$ cat src/rtl/clint_trap.sv
// Trap sequencer: ecall/ebreak/irq save mepc then mcause and jump to mtvec (jump at T+3); mret jumps to mepc (T+1).
// A concurrent execute-stage CSR write wins the port; the save step then repeats while the pipeline stays held.
module clint_trap #(
  parameter logic [31:0] CAUSE_ECALL  = 32'd11,
  parameter logic [31:0] CAUSE_EBREAK = 32'd3,
  parameter logic [31:0] CAUSE_IRQ    = 32'h8000000B
) (
  input  logic        clk,
  input  logic        rst,
  input  logic        ecall_i,
  input  logic        ebreak_i,
  input  logic        mret_i,
  input  logic        irq_i,
  input  logic [31:0] inst_addr_i,
  input  logic        ex_csr_we_i,
  input  logic [31:0] csr_data_i,
  output logic [31:0] csr_raddr_o,
  output logic        csr_we_o,
  output logic [31:0] csr_waddr_o,
  output logic [31:0] csr_wdata_o,
  output logic        hold_o,
  output logic        jump_o,
  output logic [31:0] jump_addr_o,
  output logic        busy_o
);

  localparam logic [31:0] CSR_MTVEC  = 32'h305;
  localparam logic [31:0] CSR_MEPC   = 32'h341;
  localparam logic [31:0] CSR_MCAUSE = 32'h342;

  typedef enum logic [2:0] {IDLE, MEPC, MCAUSE, JUMP, MRET} state_t;

  state_t      state, state_nxt;
  logic        in_trap;
  logic [31:0] epc, cause;
  logic        take_trap, take_mret;
  logic [31:0] take_cause;

  // Acceptance priority: ecall > ebreak > mret > unmasked irq.
  always_comb begin
    take_trap  = 1'b0;
    take_mret  = 1'b0;
    take_cause = 32'h0;
    if (ecall_i) begin
      take_trap  = 1'b1;
      take_cause = CAUSE_ECALL;
    end else if (ebreak_i) begin
      take_trap  = 1'b1;
      take_cause = CAUSE_EBREAK;
    end else if (mret_i) begin
      take_mret  = 1'b1;
    end else if (irq_i && !in_trap) begin
      take_trap  = 1'b1;
      take_cause = CAUSE_IRQ;
    end
  end

  always_comb begin
    state_nxt   = state;
    csr_raddr_o = 32'h0;
    csr_we_o    = 1'b0;
    csr_waddr_o = 32'h0;
    csr_wdata_o = 32'h0;
    hold_o      = 1'b0;
    jump_o      = 1'b0;
    jump_addr_o = 32'h0;
    case (state)
      IDLE: begin
        hold_o = !rst && (take_trap || take_mret);
        if (take_trap)      state_nxt = MEPC;
        else if (take_mret) state_nxt = MRET;
      end
      MEPC: begin
        hold_o      = 1'b1;
        csr_we_o    = 1'b1;
        csr_waddr_o = CSR_MEPC;
        csr_wdata_o = epc;
        if (!ex_csr_we_i) state_nxt = MCAUSE;
      end
      MCAUSE: begin
        hold_o      = 1'b1;
        csr_we_o    = 1'b1;
        csr_waddr_o = CSR_MCAUSE;
        csr_wdata_o = cause;
        if (!ex_csr_we_i) state_nxt = JUMP;
      end
      JUMP: begin
        hold_o      = 1'b1;
        csr_raddr_o = CSR_MTVEC;
        jump_o      = 1'b1;
        jump_addr_o = csr_data_i;
        state_nxt   = IDLE;
      end
      MRET: begin
        hold_o      = 1'b1;
        csr_raddr_o = CSR_MEPC;
        jump_o      = 1'b1;
        jump_addr_o = csr_data_i;
        state_nxt   = IDLE;
      end
      default: state_nxt = IDLE;
    endcase
  end

  assign busy_o = (state != IDLE);

  always_ff @(posedge clk or posedge rst) begin
    if (rst) begin
      state   <= IDLE;
      in_trap <= 1'b0;
      epc     <= 32'h0;
      cause   <= 32'h0;
    end else begin
      state <= state_nxt;
      if (state == IDLE && take_trap) begin
        epc   <= inst_addr_i;
        cause <= take_cause;
      end
      if (state == JUMP && cause == CAUSE_IRQ) in_trap <= 1'b1;
      if (state == MRET)                       in_trap <= 1'b0;
    end
  end

endmodule

$ cat config.mk
export PLATFORM = sky130hd
export DESIGN_NAME = clint_trap
export DESIGN_NICKNAME = d
export VERILOG_FILES = /design/src/rtl/clint_trap.sv
export SDC_FILE = /design/constraint.sdc
export NUM_CORES = 1
export LEC_CHECK = 0
export BUFFER_PORTS_ARGS = -buffer_cell sky130_fd_sc_hd__buf_2
export CORE_ASPECT_RATIO = 0.8
export CORE_MARGIN = 2
export CORE_UTILIZATION = 44
export CTS_CLUSTER_SIZE = 8
export DETAILED_ROUTE_END_ITERATION = 7
export HOLD_SLACK_MARGIN = 0.15
export PLACE_DENSITY = 0.88
export SLEW_MARGIN = 0
export SYNTH_ARGS = -nofsm -noshare
export SYNTH_HDL_FRONTEND = slang
export SYNTH_SLANG_ARGS = --single-unit
$ cat constraint.sdc
create_clock -name clk -period 3 [get_ports clk]
set_input_delay 0.15 -clock clk [delete_from_list [all_inputs] [get_ports clk]]
set_output_delay 0.15 -clock clk [all_outputs]
set_load 0.01 [all_outputs]
==> impl_metrics.py <==
metrics = {
    "status": {
        "status": "complete, no violations",
    },
    "timing": {
        "fin_tns_setup_ns": 0,
        "setup_ws_ns": 0.685,
        "setup_viol": 0,
        "drv_slew": 0,
        "fmax_mhz": 432,
        "fin_crit_ns": 2.31,
        "finalCritPeriodShare_pct": 77.2,
        "skew_ns": 0.00728,
        "slew_headroom_pct": 42.8,
        "rsz0062_at_grt": "false",
        "hold_viol": 0,
        "tightest_slew_ns": 0.856,
    },
    "global_route": {
        "grt_max_degree": 40,
        "grt_pass1_wl_microns": 9810,
        "antenna_found_initial": 0,
        "grt_overflow_total": 0,
        "grt_pass1_vias": 1973,
        "grt_use_total_pct": 18.8,
    },
    "power_and_ir_drop": {
        "p_leak_nw": 2.04,
        "power_density_nw_per_um2": 883,
        "irDropWorstVdd_uv": 455,
        "p_total_mw": 3.20,
    },
    "detailed_routing": {
        "vias_per_cell": 4.13,
        "avgRoutedWirePerCell_microns": 12.9,
        "wirelength_microns": 6460,
        "drc": 0,
        "first_pass_iters": 4,
        "ant_nets": 0,
        "dr_total_vias": 2066,
        "drtIter0Drc": 57,
    },
    "clock_tree": {
        "htreeDepth": 2,
        "clock_path_buffers": 2,
        "cts.sinks": 39,
        "cts_inserted_buffers": 5,
        "clk_latency_ns": 0.29,
        "cts_resized": 0,
        "cts_tree": "built",
        "clk_pin_slew_worst_paths_ns": 0.08,
        "clockRootBuffer": "clkbuf_8",
    },
    "cells_and_area": {
        "fin_util_pct": 62.0,
        "nNetsFinal": 489,
        "layout_commonest_cell": "buf_2",
        "antenna_cells": 0,
        "drive_gt1_share_pct": 47.5,
        "area_growth_pct": 37.3,
        "design_area_sq_um": 3630,
        "final_cell_mix": "buf_2, and2_1, conb_1, dfrtp_1, dlygate4sd3_1",
    },
    "die": {
        "coreArea_sq_um": 5850,
        "dieArea_sq_um": 6640,
        "placementRows": 25,
        "die_x_microns": 90.6,
        "die_h_microns": 73.3,
        "start_util_pct": 45.1,
        "io-pin-count": 203,
    },
    "critical_path": {
        "start_kind": "flip-flop",
        "regToRegSetupSlack_ns": 1.27,
        "required_ns": 2.85,
        "critPathLaunch": "state[0]$_DFFE_PP0P_",
        "crit_end": "csr_we_o",
        "crit_path_end_kind": "output pin",
        "crit_type": "reg2out",
        "crit_path_max_fanout": 21,
        "reg2reg_from": "state[1]$_DFFE_PP0P_",
        "rr_endpoint": "epc[11]$_DFFE_PP0P_",
        "r2r_cells": 4,
        "arrival_ns": 2.16,
    },
    "logic_synthesis": {
        "syn_inst": 244,
        "synthDistinctLibCells": 29,
        "yosys_warnings": 0,
        "yosysSeqAreaShare_pct": 37.0,
        "syn_avg_cell_area_sq_um": 10.8,
        "mappedNetlistArea_sq_um": 2640,
        "ys_seq_elements": 39,
    },
    "job": {
        "cap_violations": 0,
    },
    "placement": {
        "dp_hpwl_microns": 4750,
        "place_ws_ns": 1.01,
        "dpl-instance-area_sq_um": 3160,
        "portBuffers": 148,
        "place_congestion": 0.748,
    },
    "worst_hold_path": {
        "hold_path.class": "in2reg",
    },
}
[per-stage QoR]
stage,hold slack [ns],instances
global route,0.152,500
finish,0.153,500
global placement,0.342,458
CTS,0.153,500
detailed placement,0.349,458
floorplan,0.264,297
[cells by family after synthesis]
logic type / after synthesis / synth area share [%]
other: 1 / 0.142
buffers and inverters: 78 / 21.9
and+or+nand+nor: 79 / 19.4
muxes: 32 / 17.8
AOI/OAI and AO/OA: 15 / 3.74
DFF: 39 / 37.0
[area by class of cell]
class                      count  area, sq um
inverter                       7         26.3
timing repair buffer         185         1120
clock buffer                   6         82.6
sequential                    39          976
clock inverter                 2         38.8
tap                           81          101
fill                         490         2220
multi-input combinational    180         1280
[how the worst min path moves through the flow]
stage	start	slack, ns	cells after the start	to
floorplan	mret_i	0.26	2	state[2]$_DFFE_PP0P_
global placement	rst	0.34	3	in_trap$_DFFE_PP0P_
detailed placement	rst	0.35	3	epc[29]$_DFFE_PP0P_
CTS	ecall_i	0.15	3	cause[3]$_DFFE_PP0P_
global route	ecall_i	0.15	3	cause[3]$_DFFE_PP0P_
finish	ecall_i	0.15	3	cause[3]$_DFFE_PP0P_
[Yosys cell counts (all sizes together)]
cell type / n / area [sq um]
a21oi: 4 / 20.0
nor3b: 4 / 35.0
nor3: 4 / 36.3
o21a: 2 / 15.0
o31a: 1 / 8.76
o21ai: 4 / 20.0
clkbuf: 2 / 7.51
buf: 69 / 546
nor4: 1 / 6.26
and2: 60 / 375
nand3b: 1 / 7.51
mux2: 32 / 469
nand3: 1 / 5.00
dfrtp: 39 / 976
conb: 1 / 3.75
nor2: 1 / 3.75
nand2: 3 / 13.8
inv: 7 / 26.3
a22o: 4 / 35.0
or3b: 1 / 8.76
or2: 3 / 21.3
[what timing repair did]
item                                    4_1_cts  5_1_grt
buffers inserted                              0        0
endpoints found under the setup margin        0        0
hold buffers                                 34        0
endpoints found under the hold margin        72        0
[state kept, by name (all words and copies together), names as in the netlist]
register / flops
cause: 3
in_trap: 1
state: 3
epc: 32
[worst max-delay path, cell delays in order, from the launching register on]
cell	delay (ns)
dfrtp_1	0.49
inv_1	0.13
nor3_2	0.58
buf_4	0.35
or2_2	0.18
buf_2	0.15
[layer usage]
| layer | global-route usage (%) | share of wire [%] | up-vias |
|---|---|---|---|
| met5 | 0 | 0 | - |
| met4 | 6.32 | 1.9 | 0 |
| met3 | 4.62 | 5.5 | 12 |
| met2 | 30.7 | 49 | 85 |
| met1 | 24.9 | 44 | 953 |
| li1 | - | - | 1016 |
[power breakdown]
part | total (mW) | switching [mW] | leakage [nW] | internal (mW)
registers | 0.956 | 0.174 | 0.459 | 0.782
logic | 1.78 | 0.827 | 1.52 | 0.952
clock network | 0.466 | 0.192 | 0.0618 | 0.274
total | 3.20 | 1.19 | 2.04 | 2.01
Power figures use the tool's default switching activity.
